===== src/rtl/umac_array.sv =====
// rtl/umac_array.sv - multi-lane two-stage multiply-accumulate with dot-product task and sticky overflow
// Optional build macro: UMAC_SAT_EN (clamp accumulators on overflow instead of wrapping).
module umac_array #(
  parameter int LANES = 2,
  parameter int DW    = 16,
  parameter int AW    = 40
) (
  input  logic                  i_clk,
  input  logic                  i_rst,
  input  logic                  i_valid,
  input  logic [LANES*DW-1:0]   i_a,
  input  logic [LANES*DW-1:0]   i_b,
  input  logic [1:0]            i_task,
  input  logic                  i_mode,
  input  logic                  i_clr,
  output logic [LANES*AW-1:0]   o_out,
  output logic                  o_valid,
  output logic [LANES-1:0]      o_ovf
);

  localparam int PW = 2*DW;
  // Extra bits hold the exact result of acc plus up to eight products, so overflow is a range test.
  localparam int EW = AW + 4;

  typedef enum logic [1:0] {
    T_MUL = 2'b00,
    T_ACC = 2'b01,
    T_SUB = 2'b10,
    T_DOT = 2'b11
  } task_e;

  logic [PW-1:0]    prod     [LANES];
  logic [PW-1:0]    p_q      [LANES];
  task_e            task_q;
  logic             mode_q;
  logic             s1_valid;
  logic [AW-1:0]    acc      [LANES];
  logic [AW-1:0]    acc_d    [LANES];
  logic [EW-1:0]    base     [LANES];
  logic [EW-1:0]    res      [LANES];
  logic [EW-1:0]    dot_sum;
  logic [LANES-1:0] upd;
  logic [LANES-1:0] hit;
  logic [LANES-1:0] ovf_d;

  function automatic logic [EW-1:0] ext_p(input logic [PW-1:0] v, input logic sgn);
    return sgn ? {{(EW-PW){v[PW-1]}}, v} : {{(EW-PW){1'b0}}, v};
  endfunction

  function automatic logic [EW-1:0] ext_a(input logic [AW-1:0] v, input logic sgn);
    return sgn ? {{(EW-AW){v[AW-1]}}, v} : {{(EW-AW){1'b0}}, v};
  endfunction

`ifdef UMAC_SAT_EN
  function automatic logic [AW-1:0] sat_val(input logic neg, input logic sgn);
    if (sgn)
      return neg ? {1'b1, {(AW-1){1'b0}}} : {1'b0, {(AW-1){1'b1}}};
    return neg ? {AW{1'b0}} : {AW{1'b1}};
  endfunction
`endif

  // Operands are widened to the product width first so the low PW bits are the exact product.
  always_comb begin
    for (int k = 0; k < LANES; k++) begin
      if (i_mode)
        prod[k] = {{DW{i_a[k*DW+DW-1]}}, i_a[k*DW +: DW]} * {{DW{i_b[k*DW+DW-1]}}, i_b[k*DW +: DW]};
      else
        prod[k] = {{DW{1'b0}}, i_a[k*DW +: DW]} * {{DW{1'b0}}, i_b[k*DW +: DW]};
    end
  end

  always_comb begin
    dot_sum = '0;
    for (int k = 0; k < LANES; k++)
      dot_sum = dot_sum + ext_p(p_q[k], mode_q);

    for (int k = 0; k < LANES; k++) begin
      // A coincident clear is applied before the S2 operation.
      base[k]  = i_clr ? '0 : ext_a(acc[k], mode_q);
      res[k]   = base[k];
      upd[k]   = 1'b0;
      if (s1_valid) begin
        case (task_q)
          T_MUL: begin res[k] = ext_p(p_q[k], mode_q);           upd[k] = 1'b1; end
          T_ACC: begin res[k] = base[k] + ext_p(p_q[k], mode_q); upd[k] = 1'b1; end
          T_SUB: begin res[k] = base[k] - ext_p(p_q[k], mode_q); upd[k] = 1'b1; end
          T_DOT: begin
            if (k == 0) begin
              res[k] = base[k] + dot_sum;
              upd[k] = 1'b1;
            end
          end
        endcase
      end

      if (mode_q)
        hit[k] = upd[k] && !((&res[k][EW-1:AW-1]) || !(|res[k][EW-1:AW-1]));
      else
        hit[k] = upd[k] && (|res[k][EW-1:AW]);

      acc_d[k] = i_clr ? '0 : acc[k];
      if (upd[k]) begin
`ifdef UMAC_SAT_EN
        acc_d[k] = hit[k] ? sat_val(res[k][EW-1], mode_q) : res[k][AW-1:0];
`else
        acc_d[k] = res[k][AW-1:0];
`endif
      end
      ovf_d[k] = (i_clr ? 1'b0 : o_ovf[k]) | hit[k];
    end
  end

  always_ff @(posedge i_clk or posedge i_rst) begin
    if (i_rst) begin
      s1_valid <= 1'b0;
      task_q   <= T_MUL;
      mode_q   <= 1'b0;
      o_valid  <= 1'b0;
      o_ovf    <= '0;
      for (int k = 0; k < LANES; k++) begin
        p_q[k] <= '0;
        acc[k] <= '0;
      end
    end else begin
      s1_valid <= i_valid;
      if (i_valid) begin
        task_q <= task_e'(i_task);
        mode_q <= i_mode;
        for (int k = 0; k < LANES; k++)
          p_q[k] <= prod[k];
      end
      o_valid <= s1_valid;
      o_ovf   <= ovf_d;
      for (int k = 0; k < LANES; k++)
        acc[k] <= acc_d[k];
    end
  end

  always_comb begin
    o_out = '0;
    for (int k = 0; k < LANES; k++)
      o_out[k*AW +: AW] = acc[k];
  end

endmodule

===== config.mk =====
export PLATFORM = sky130hd
export DESIGN_NAME = umac_array
export DESIGN_NICKNAME = d
export VERILOG_FILES = /design/src/rtl/umac_array.sv
export SDC_FILE = /design/constraint.sdc
export NUM_CORES = 2
export LEC_CHECK = 0
export ABC_AREA = 1
export BUFFER_PORTS_ARGS = -buffer_cell sky130_fd_sc_hd__buf_2
export CAP_MARGIN = 5
export CORE_UTILIZATION = 57
export CTS_BUF_LIST = sky130_fd_sc_hd__clkbuf_8 sky130_fd_sc_hd__clkbuf_16
export DETAILED_ROUTE_END_ITERATION = 12
export GPL_ROUTABILITY_DRIVEN = 0
export MAX_ROUTING_LAYER = met4
export PLACE_DENSITY = 0.77
export SLEW_MARGIN = 20
export SYNTH_ARGS = -nofsm -noshare
export SYNTH_HDL_FRONTEND = slang
export SYNTH_SLANG_ARGS = --single-unit

===== constraint.sdc =====
create_clock -name i_clk -period 6.7 [get_ports i_clk]
set_clock_uncertainty 0.05 [all_clocks]
set_input_delay 0.67 -clock i_clk [delete_from_list [all_inputs] [get_ports i_clk]]
set_output_delay 0.67 -clock i_clk [all_outputs]
set_load 0.02 [all_outputs]

# == Yosys cells after proc, flatten, opt, wreduce, memory -nomap -nowiden ==
# Cells that the tools add are included.
# totals
elab_cells,68
reg_bits,151
input_bits,71
out_inout_bits,83
# classes
multipliers,4
eq_ne,3
bitwise,2
add_sub_neg,6
n_reduce_logical,21
mux,23
# ops
op,n
$mux W44,8
$add A44 B44 Y44,4
$pmux W44 S4,1
$pmux W44 S3,1
$mul A16 B16 Y32,4
$mux W40,3
$sub A44 B44 Y44,2
$mux W32,2
$reduce_or A4 Y1,3
$reduce_and A5 Y1,2
$reduce_or A5 Y1,2
$mux W1,8
$eq A2 B2 Y1 const B,2
$logic_and A1 B1 Y1,4
$logic_not A1 Y1,4
$reduce_bool A2 Y1,2
$reduce_or A3 Y1,1
$eq A2 B1 Y1 const B,1
$logic_not A2 Y1,1
$logic_or A1 B1 Y1,2
$or A1 B1 Y1,2

# == Depth between registers and ports, before layout ==
# logic_depth
word_depth,12
mapped_depth,32

# == Worst setup path before layout ==
# Ideal clock, no wire load.
# synth_timing
path_kind,in2reg
from,input i_a[15]
to,register p_q[61] (netlist bit)
setup_slack_ns,0.396
path_buffers,2
cell_stages,24
t_arrival_ns,6.137
path_cell_list,clkbuf_1 -> clkbuf_1 -> nand2_1 -> inv_1 -> fa_1 -> fa_1 -> fa_1 -> fa_1 -> fa_1 -> inv_1 -> fa_1 -> inv_1 -> ha_1 -> nand2_1 -> nor4_1 -> nand3_1 -> nand3_1 -> nand2_1 -> o211ai_1 -> a21oi_1 -> o21ai_0 -> nand2_1 -> nand2_1 -> nand2_1
# synth_between
elab_chain_cells,2
word_cells_on_any_way,3
# synth_rtl
element,line_no,source
"start, declared",11,"input logic [LANES*DW-1:0] i_a,"
"$mul A16 B16 Y32, on equally long branches","68, 66",
$mux W32 (*),65,if (i_mode)
"end signal, assigned by index",130,p_q[k] <= prod[k];
"end, declared",33,logic [PW-1:0] p_q [LANES];
# Every way passes the cells marked *; elsewhere a longest branch is shown, timed or not.
# A chain may end at the register's enable or synchronous reset.

# == Final worst setup path ==
# layout_timing
from,input i_a[26]
to,register p_q[23] (netlist bit)
# The elaborated chain is that of the path after synthesis.

==> key figures <==
Status
  – Status: finished clean

Synthesis
  – Post-synth EDFFs: 0
  – Synth Instances: 6,949
  – Distinct cells, synth: 60
  – Post-synthesis instance area: 0.0490 mm^2
  – Yosys warnings: 0
  – Syn Area/Cell: 7.05 um^2
  – Sequential share of the synthesized area: 7.71%
  – Net Count, Synth: 8,233
  – Asr flop ratio synth: 100%
  – Synthesis-stage register bit count: 151
  – Top_reg_cell synth: dfrtp_1

Timing
  – Min cycle time layout: 6.25 ns
  – Slew headroom: 33.5%
  – Final Setup Violations: 0
  – RSZ-0062 raised after global routing: false
  – Fin crit share: 93.3%
  – Max Slew Vio Count: 0
  – Worst slew pin tran: 0.996 ns
  – Setup TNS: 0 ns
  – Final hold vios: 0
  – Setup WS post-layout: 0.448 ns
  – Max Fclk: 0.160 GHz

Floorplanning
  – Die Y: 295 um
  – Die W: 295 um
  – Row count: 107
  – Ports: 154
  – Core ar.: 0.0851 mm^2
  – Die area: 0.0871 mm^2
  – Initial core utilization: 57.5%

Critical path
  – CP Launch Type: input port
  – Crit-path max cell delay: 0.60 ns
  – CP top delay family: adder cells
  – Crit path depth: 24
  – Worst Path Required: 7.07 ns
  – Buf/Inv on CP: 5
  – Setup Crit Path Kind: input port to register
  – RR Startpoint: p_q[32]$_DFFE_PP0P_
  – Worst setup EP type: register
  – End of the critical path: p_q[23]$_DFFE_PP0P_
  – Reg2reg end: o_ovf[0]$_DFF_PP0_
  – Worst path cell trace: buf_2 > nand2_1 > fa_1 > fa_1 > inv_1 > fa_1 > fa_1 > inv_1 > fa_1 > inv_1 > fa_1 > ha_1 > nand2_1 > inv_1 > a21oi_1 > o21ai_0 > a21oi_1 > o21ai_0 > a21oi_1 > xnor2_1 > nand2_1 > nand2_1 > nand2_1 > nand2_1
  – Reg2reg setup slack: 2.03 ns
  – CP Launch Point: i_a[26]
  – Slowest-stage cell, CP: fa_1
  – Worst-path maximum fanout: 17
  – Critical Path AT: 6.63 ns
  – Reg2Reg Depth: 28

Clocking
  – Clock sink total: 151
  – Worst-Skew Late Latency: 0.49 ns
  – Post-CTS setup buffers: 0
  – Maximum level of the CTS H-tree: 4
  – Num CTS Buffers: 17
  – CTS Root Cell: clkbuf_16
  – CTS Buffer Depth: 2
  – Cts repair resizes: 0
  – TritonCTS clock tree: yes
  – Hold buffer count at cts: 0
  – Clock slew at reported path FFs: 0.08 ns

Finish
  – Fraction of layout cells with a size suffix above 1: 4.64%
  – Post-route design area: 0.0516 mm^2
  – FILL cells: 7,848
  – Most common cell after layout, fill and taps aside: inv_1
  – Commonest non-fill, non-tap cells in the layout: inv_1 (1,727), nand2_1 (1,612), fa_1 (776), nor2_1 (516), ha_1 (437)
  – Area of the multi-input gates: 0.0379 mm^2
  – Fin nets: 8,273
  – FF+latch area: 0.00378 mm^2
  – Layout Cells excl Fill: 8,149
  – Area grow syn2layout: 5.32%

Route
  – Post-route antenna net violation count: 0
  – Total number of vias: 45,600
  – Iteration-0 DRC Markers: 4,290
  – Drt drc: 0
  – Drt first pass iters: 6
  – DR WL/cell: 18.1 um
  – Vias per std cell: 5.60
  – Final WL: 147,000 um

Placed design
  – Setup WS pre-CTS: 0.0882 ns
  – Dpl cells: 8,114
  – I/O Buffers: 153
  – Dpl hpwl: 126,000 um
  – Cell Area, Placed: 0.0510 mm^2

Global routing
  – Global-route wire length before repair: 234,000 um
  – Vias in the first global route: 45,200
  – Largest net degree at the start of global routing: 85
  – Tot GR Track Use: 35.6%
  – Initial antenna violation count: 2
  – Total gr overflow: 0

Job
  – Max Cap Viol: 0

Hold path
  – Worst min path class: input port to asynchronous set/reset pin
==> layout make-up <==
type	count	area share, %
inverters	1735	12.6
well taps	1144	2.77
diodes	3	0.0146
multi-input cells	4857	73.5
flip-flops and latches	151	7.32
repair buffers	227	2.59
clock inverters	14	0.315
clock buffers	18	0.851
==> flip-flops by register name, summed over array words and instances, names as in the netlist <==
register and cells:
p_q 64, task_q 2, s1_valid 1, o_valid 1
o_out 80, mode_q 1, o_ovf 2
==> layer usage <==
layer / global-route usage, % / share of wire [%]
met3: 4.25 / 8.6
met2: 58.1 / 48
met4: 16.3 / 5.1
met1: 44.2 / 38
met5: - / 0
==> cell usage after synthesis, drive strengths merged, types with 11 or more instances <==
master     n  area share, %
o21ai    331            3.4
a31oi     55           0.70
nor2     523            4.1
ha       437             11
or2       25           0.32
fa       776             32
dfrtp    151            7.7
xnor2     48           0.86
a22oi     21           0.32
nand4     48           0.64
clkbuf   188            1.4
xor2      83            1.5
nand3b    16           0.25
o21bai    40           0.61
o211ai    14           0.21
a21boi    11           0.17
nand2   1620             12
o22ai     24           0.31
buf       18           0.15
nand3    223            2.3
nor3      52           0.62
inv     1733             13
a21oi    403            4.1
a21o      31           0.48
==> kinds of logic (layout without fill, tap and decap cells) <==
group	Yosys count	after routing	synth area share, %
xor+xnor	131	131	2.34
simple gates	2536	2536	21.0
other cells	0	3	0
fa+ha+maj	1213	1213	42.9
buf+inv	1941	1994	14.9
compound gates	977	977	11.2
flops	151	151	7.71
==> worst reg2reg max path: cells and delay by family, from the launching register on <==
kind                       cells  cell delay, ns
and+or+nand+nor               21            3.01
adders and majority gates      2            0.47
DFF                            1            0.45
buffers and inverters          4            0.37
AOI/OAI and AO/OA              1            0.23
==> through the flow <==
step | utilization (%) | hold WS [ns]
2_1_floorplan | - | 0.302
3_3_place_gp | 59.9 | 0.412
3_5_place_dp | 59.9 | 0.423
4_1_cts | 60.6 | 0.294
5_1_grt | 60.6 | 0.338
6_report | 60.6 | 0.265
==> worst min path at each step <==
stage | from | endpoint | slack, ns | cells past startpoint
finish | i_rst | o_out[63]$_DFFE_PP0P_ | 0.26 | 2
global route | i_rst | o_out[63]$_DFFE_PP0P_ | 0.34 | 2
CTS | i_rst | o_out[63]$_DFFE_PP0P_ | 0.29 | 2
detailed placement | o_ovf[0]$_DFF_PP0_ | o_ovf[0]$_DFF_PP0_ | 0.42 | 2
global placement | o_ovf[0]$_DFF_PP0_ | o_ovf[0]$_DFF_PP0_ | 0.41 | 2
floorplan | s1_valid$_DFF_PP0_ | o_valid$_DFF_PP0_ | 0.30 | 0
Power is left out: the tool's default activity adds up to more than one toggle a clock period on the data nets, which glitch-free logic cannot reach.
